==> config.mk <==
export PLATFORM = sky130hd
export DESIGN_NAME = axi_mem_word_rd_slave
export DESIGN_NICKNAME = d
export VERILOG_FILES = /design/src/rtl/axi_word_pkg.sv /design/src/rtl/axi_burst_addr_gen.sv /design/src/rtl/axi_mem_word_rd_slave.sv
export SDC_FILE = /design/constraint.sdc
export NUM_CORES = 1
export LEC_CHECK = 0
export ABC_AREA = 1
export BUFFER_PORTS_ARGS = -buffer_cell sky130_fd_sc_hd__buf_2
export CORE_UTILIZATION = 40
export CTS_CLUSTER_DIAMETER = 30
export CTS_CLUSTER_SIZE = 28
export DETAILED_ROUTE_END_ITERATION = 10
export PLACE_DENSITY = 0.7
export SYNTH_ARGS = -nofsm -noshare
export SYNTH_HDL_FRONTEND = slang
export SYNTH_SLANG_ARGS = --single-unit
==> constraint.sdc <==
create_clock -name ACLK -period 4.71 [get_ports ACLK]
set_input_delay 0.7065 -clock ACLK [delete_from_list [all_inputs] [get_ports ACLK]]
set_output_delay 0.7065 -clock ACLK [all_outputs]
set_load 0.02 [all_outputs]
==> src/rtl/axi_word_pkg.sv <==
// Shared AXI4 read-channel constants, state encoding and helpers for
// axi_mem_word_rd_slave and its burst address generator.
package axi_word_pkg;

  localparam logic [1:0] RESP_OKAY   = 2'b00;
  localparam logic [1:0] RESP_EXOKAY = 2'b01;
  localparam logic [1:0] RESP_SLVERR = 2'b10;
  localparam logic [1:0] RESP_DECERR = 2'b11;

  localparam logic [1:0] BURST_FIXED = 2'b00;
  localparam logic [1:0] BURST_INCR  = 2'b01;
  localparam logic [1:0] BURST_WRAP  = 2'b10;

  localparam logic [2:0] SIZE_WORD = 3'd2;

  typedef enum logic [2:0] {
    IDLE,
    REQ,
    WAIT,
    ERR,
    RESP
  } rd_slv_state_t;

  // WRAP bursts are only meaningful for 2, 4, 8 or 16 beats.
  function automatic logic wrap_len_ok(input logic [7:0] len);
    return (len == 8'd1) || (len == 8'd3) || (len == 8'd7) || (len == 8'd15);
  endfunction

endpackage

==> src/rtl/axi_burst_addr_gen.sv <==
// Combinational next-beat byte address for FIXED / INCR / WRAP bursts of
// 32-bit beats. WRAP support is built only when AXI_MEM_WORD_RD_SLAVE_WRAP_EN
// is defined; otherwise a WRAP burst never reaches memory, so its address is
// simply held.
module axi_burst_addr_gen
  import axi_word_pkg::*;
#(
  parameter int AW = 32
) (
  input  logic [AW-1:0] addr_i,
  input  logic [7:0]    len_i,
  input  logic [1:0]    burst_i,
  output logic [AW-1:0] next_addr_o
);

  logic [AW-1:0] incr_addr;
  assign incr_addr = addr_i + AW'(4);

`ifdef AXI_MEM_WORD_RD_SLAVE_WRAP_EN
  logic [AW-1:0] wrap_mask;
  // Burst footprint in bytes minus one; a power of two minus one for legal lens.
  assign wrap_mask = ((AW'(len_i) + AW'(1)) << 2) - AW'(1);
`else
  logic unused_len;
  assign unused_len = ^len_i;
`endif

  // Select the advance rule for the latched burst type.
  always_comb begin
    next_addr_o = addr_i;
    case (burst_i)
      BURST_FIXED: next_addr_o = addr_i;
      BURST_INCR:  next_addr_o = incr_addr;
`ifdef AXI_MEM_WORD_RD_SLAVE_WRAP_EN
      BURST_WRAP:  next_addr_o = (addr_i & ~wrap_mask) | (incr_addr & wrap_mask);
`endif
      default:     next_addr_o = addr_i;
    endcase
  end

endmodule

==> src/rtl/axi_mem_word_rd_slave.sv <==
// AXI4 read responder serving bursts from a req/gnt/rvalid word memory.
// One memory access outstanding; every output comes from registers or state.
// Optional WRAP burst support: define AXI_MEM_WORD_RD_SLAVE_WRAP_EN.
module axi_mem_word_rd_slave
  import axi_word_pkg::*;
#(
  parameter int AXI4_ADDR_WIDTH = 32,
  parameter int AXI4_DATA_WIDTH = 32,
  parameter int AXI4_ID_WIDTH   = 16,
  parameter int AXI4_USER_WIDTH = 10
) (
  input  logic                       ACLK,
  input  logic                       ARESET,
  input  logic [AXI4_ID_WIDTH-1:0]   ARID_i,
  input  logic [AXI4_ADDR_WIDTH-1:0] ARADDR_i,
  input  logic [7:0]                 ARLEN_i,
  input  logic [2:0]                 ARSIZE_i,
  input  logic [1:0]                 ARBURST_i,
  input  logic                       ARLOCK_i,
  input  logic [3:0]                 ARCACHE_i,
  input  logic [2:0]                 ARPROT_i,
  input  logic [3:0]                 ARREGION_i,
  input  logic [3:0]                 ARQOS_i,
  input  logic [AXI4_USER_WIDTH-1:0] ARUSER_i,
  input  logic                       ARVALID_i,
  output logic                       ARREADY_o,
  output logic [AXI4_ID_WIDTH-1:0]   RID_o,
  output logic [AXI4_DATA_WIDTH-1:0] RDATA_o,
  output logic [1:0]                 RRESP_o,
  output logic                       RLAST_o,
  output logic [AXI4_USER_WIDTH-1:0] RUSER_o,
  output logic                       RVALID_o,
  input  logic                       RREADY_i,
  output logic                       mem_req_o,
  output logic [AXI4_ADDR_WIDTH-3:0] mem_word_addr_o,
  input  logic                       mem_gnt_i,
  input  logic                       mem_rvalid_i,
  input  logic [AXI4_DATA_WIDTH-1:0] mem_rdata_i
);

  localparam int AW = AXI4_ADDR_WIDTH;

  rd_slv_state_t state_q, state_d;
  logic [AXI4_ID_WIDTH-1:0]   id_q, id_d;
  logic [AW-1:0]              addr_q, addr_d;
  logic [7:0]                 len_q, len_d;
  logic [1:0]                 burst_q, burst_d;
  logic [7:0]                 beat_q, beat_d;
  logic                       err_q, err_d;
  logic [AXI4_DATA_WIDTH-1:0] rdata_q, rdata_d;
  logic [1:0]                 rresp_q, rresp_d;
  logic                       arready_q, arready_d;
  logic [AW-1:0]              next_addr;
  logic                       ar_err;
  logic                       last_beat;

  logic unused_inputs;
  assign unused_inputs = ^{ARLOCK_i, ARCACHE_i, ARPROT_i, ARREGION_i, ARQOS_i, ARUSER_i};

  axi_burst_addr_gen #(.AW(AW)) u_addr_gen (
    .addr_i      (addr_q),
    .len_i       (len_q),
    .burst_i     (burst_q),
    .next_addr_o (next_addr)
  );

  // Classify an incoming request as unsupported (answered with SLVERR beats).
  always_comb begin
    ar_err = (ARSIZE_i != SIZE_WORD) || (ARBURST_i == 2'b11);
`ifdef AXI_MEM_WORD_RD_SLAVE_WRAP_EN
    if ((ARBURST_i == BURST_WRAP) && !wrap_len_ok(ARLEN_i)) ar_err = 1'b1;
`else
    if (ARBURST_i == BURST_WRAP) ar_err = 1'b1;
`endif
  end

  assign last_beat = (beat_q == len_q);

  // Next-state and datapath-load decode.
  always_comb begin
    state_d = state_q;
    id_d    = id_q;
    addr_d  = addr_q;
    len_d   = len_q;
    burst_d = burst_q;
    beat_d  = beat_q;
    err_d   = err_q;
    rdata_d = rdata_q;
    rresp_d = rresp_q;
    case (state_q)
      IDLE: begin
        // arready_q gates acceptance so the handshake matches what the master sees.
        if (ARVALID_i && arready_q) begin
          id_d    = ARID_i;
          addr_d  = ARADDR_i;
          len_d   = ARLEN_i;
          burst_d = ARBURST_i;
          beat_d  = 8'd0;
          err_d   = ar_err;
          state_d = ar_err ? ERR : REQ;
        end
      end
      REQ: if (mem_gnt_i) state_d = WAIT;
      WAIT: begin
        if (mem_rvalid_i) begin
          rdata_d = mem_rdata_i;
          rresp_d = RESP_OKAY;
          state_d = RESP;
        end
      end
      ERR: begin
        rdata_d = '0;
        rresp_d = RESP_SLVERR;
        state_d = RESP;
      end
      RESP: begin
        if (RREADY_i) begin
          if (last_beat) begin
            state_d = IDLE;
          end else begin
            beat_d  = beat_q + 8'd1;
            addr_d  = next_addr;
            state_d = err_q ? ERR : REQ;
          end
        end
      end
      default: state_d = IDLE;
    endcase
    arready_d = (state_d == IDLE);
  end

  // State and datapath registers; async reset abandons any burst in flight.
  always_ff @(posedge ACLK or posedge ARESET) begin
    if (ARESET) begin
      state_q   <= IDLE;
      id_q      <= '0;
      addr_q    <= '0;
      len_q     <= '0;
      burst_q   <= '0;
      beat_q    <= '0;
      err_q     <= 1'b0;
      rdata_q   <= '0;
      rresp_q   <= '0;
      arready_q <= 1'b0;
    end else begin
      state_q   <= state_d;
      id_q      <= id_d;
      addr_q    <= addr_d;
      len_q     <= len_d;
      burst_q   <= burst_d;
      beat_q    <= beat_d;
      err_q     <= err_d;
      rdata_q   <= rdata_d;
      rresp_q   <= rresp_d;
      arready_q <= arready_d;
    end
  end

  assign ARREADY_o       = arready_q;
  assign RVALID_o        = (state_q == RESP);
  assign RLAST_o         = (state_q == RESP) && last_beat;
  assign RDATA_o         = rdata_q;
  assign RRESP_o         = rresp_q;
  assign RID_o           = id_q;
  assign RUSER_o         = '0;
  assign mem_req_o       = (state_q == REQ);
  assign mem_word_addr_o = addr_q[AW-1:2];

endmodule
==> impl_metrics.csv <==
group,metric,value,unit
outcome,outcome,"completed",
synth,synthTopCellsByCount,"424 x nand2_1, 102 x dfrtp_1, 70 x nand3_1, 61 x nor2_1, 41 x inv_1",
die,fp.dieH,120.2,um
global_route,grt_pass1_wl,23.78,mm
drt,vias,5381,
synth,yosysSeqAreaShare,0.4571,
power,power.total,4.370,mW
global_route,antenna_found_initial,1,
synth,synth.most_common_cell,"nand2_1",
synth,synthXorXnorAreaFrac,0.02196,
synth,synth-compound-area-share,0.02173,
global_route,grt.overflow.total,0,
drt,drtPass1Iterations,4,
clock_network,ctsResizeCount,0,
synth,syn_area,5584,um2
placed_design,gp_congestion,0.8862,
cells_and_area,fillCellCount,1425,
synth,synth_area_leader_cell,"dfrtp_1",
drt,drt-initial-drc-count,257,
sta,worst_slew_pin_slew,0.9585,ns
synth,synthArstFlopShare,1.000,
worst_hold_path,hold_class,"register to register",
critical_path,critical_path_class,"register to primary output",
sta,rsz0062_at_grt,"no",
synth,synth.area.top_cells,"dfrtp_1 46%, nand2_1 29%, nand3_1 6.3%, nor2_1 4.1%, inv_1 2.8%",
critical_path,reg2reg_from,"state_q[1]",
cells_and_area,regArea,2552,um2
clock_network,insertion_delay,0.36,ns
global_route,grt_pass1_vias,4905,
synth,syn_inst,806,
critical_path,endpoint_kind,"primary output",
worst_hold_path,min-delay-start,"RDATA_o[20]",
sta,fmax,0.3848,GHz
sta,final_max_slew_viol_count,0,
critical_path,cp.arrival,1.89,ns
sta,timing.hold.ws,0.4687,ns
placed_design,numPortBuffers,179,
synth,synth_top_area_share,0.4571,
cells_and_area,layout.nets,1097,
synth,avgSynthCellArea,6.928,um2
clock_network,clock-sinks,102,
clock_network,ctsHoldBuffers,0,
sta,timing.final.crit_period,2.599,ns
synth,synth-seq-cells,102,
cells_and_area,final_util,0.5096,
critical_path,setup.worst_path.start,"state_q[1]",
drt,drcViolationCount,0,
sta,post-route-period-util,0.5517,
synth,synthSimpleGateAreaFrac,0.4188,
global_route,grt_max_degree,76,
clock_network,clock-root-buffer,"clkbuf_16",
die,die_x,120.2,um
synth,synth_top_family_by_area,"simple AND/OR/NAND/NOR gates",
clock_network,cts_made_buffers,9,
placed_design,place_area,6539,um2
sta,clock_skew,0.007969,ns
job,max_cap_violations,0,
synth,synth_top_flop_cell,"dfrtp_1",
power,power_density,637.5,nW/um2
drt,wl_per_cell,12.45,um
sta,hold_viol,0,
clock_network,cts.clk_slew.worst_paths,0.07,ns
critical_path,cp.required,4.00,ns
clock_network,post-cts-setup-buffers,0,
synth,ys_types,34,
sta,slew-limit-headroom,0.3603,
synth,synth-edff-count,0,
drt,ant_nets,0,
global_route,grt_usage,0.2074,
die,initial_core_util,0.4151,
synth,synthAdderAreaFrac,0.004481,
die,io_pins,219,
die,core_area,13450,um2
synth,muxShareOfSynthArea,0.001793,
drt,wl,14.34,mm
clock_network,h-tree-depth,3,
sta,setup_viol,0,
clock_network,cts_tree,"done",
cells_and_area,final_area,6855,um2
clock_network,cts_buffer_depth,2,
die,rows,42,
cells_and_area,drive_gt1_frac,0.2267,
power,leakagePower,3.899,nW
placed_design,hpwlAfterDp,10.36,mm
cells_and_area,syn2layout_area_growth,22.76,%
drt,viasPerCell,4.675,
critical_path,cp-start-kind,"register",
critical_path,path_max_fanout,32,
cells_and_area,multiInputGateArea,2659,um2
synth,synth_warnings,0,
power,peakVddDrop,0.3108,mV
die,design.die.area,14440,um2
cells_and_area,antenna_cells,0,
sta,timing.setup.tns,0,ns
[cells by family after synthesis]
logic type / after synthesis
simple gates: 579
flops: 102
buf+inv: 86
compound gates: 21
xor+xnor: 14
fa+ha+maj: 2
other cells: 1
mux: 1
[critical path, cell delays in order (launching register included)]
cell and delay, ns:
dfrtp_1 0.39, nor2_1 0.15, nand2_1 0.10, inv_2 0.43
nand3_2 0.20, inv_1 0.10, buf_2 0.16
[state kept, by name, summed over array words and instances (netlist names)]
name	cells
addr_q	30
beat_q	8
len_q	8
err_q	1
burst_q	2
RID_o	16
RRESP_o	1
RDATA_o	32
state_q	3
ARREADY_o	1
[placed cells by master (no fill, tap or decap), types with 3 or more instances in the layout]
cell type	netlist	final
nor2_2	4	4
or2_2	7	7
nand2_1	424	424
xor2_1	6	6
nand4_1	5	5
buf_2	8	179
o21ai_0	10	10
inv_2	3	3
inv_1	41	40
nor2_1	61	61
clkbuf_16	0	9
nand3_1	70	70
nor3_1	3	3
buf_4	16	5
conb_1	1	11
xnor2_1	8	8
dfrtp_1	102	102
o21ai_1	3	3
[worst paths after layout]
check,to,slack [ns],cells after the start
setup / recovery,RLAST_o,2.11,6
hold / removal,RDATA_o[20],0.47,2
setup reg to reg,addr_q[23],2.54,8
hold reg to reg,RDATA_o[20],0.47,2
max in group asynchronous,len_q[0],3.24,3
min in group asynchronous,addr_q[31],0.54,2
[through the flow]
stage,setup slack (ns),std cells
after floorplan,1.328,816
after global placement,2.461,1135
after detailed placement,2.457,1135
after CTS,2.074,1151
after global routing,1.944,1151
final,2.111,1151
[power by group]
part           internal [mW]  switching (mW)
combinational          0.648            1.31
clock                  0.427           0.370
sequential              1.27           0.351
total                   2.34            2.03
[cell type report]
| type | instances | area share |
|---|---|---|
| multi-input combinational | 628 | 0.3878 |
| sequential | 102 | 0.3723 |
| timing repair buffer | 184 | 0.1362 |
| clock buffer | 9 | 0.03285 |
| tap | 176 | 0.03212 |
| inverter | 45 | 0.02537 |
| clock inverter | 7 | 0.01332 |
[layer usage]
layer  vias up  part of all wire  global-route usage
met1      2413              0.45              0.2702
met5         -           0.00091                   0
met2       165              0.47              0.3380
met3        16             0.067             0.04990
met4         2             0.014             0.06563
li1       2785                 -                   -
Power figures use the tool's default switching activity.
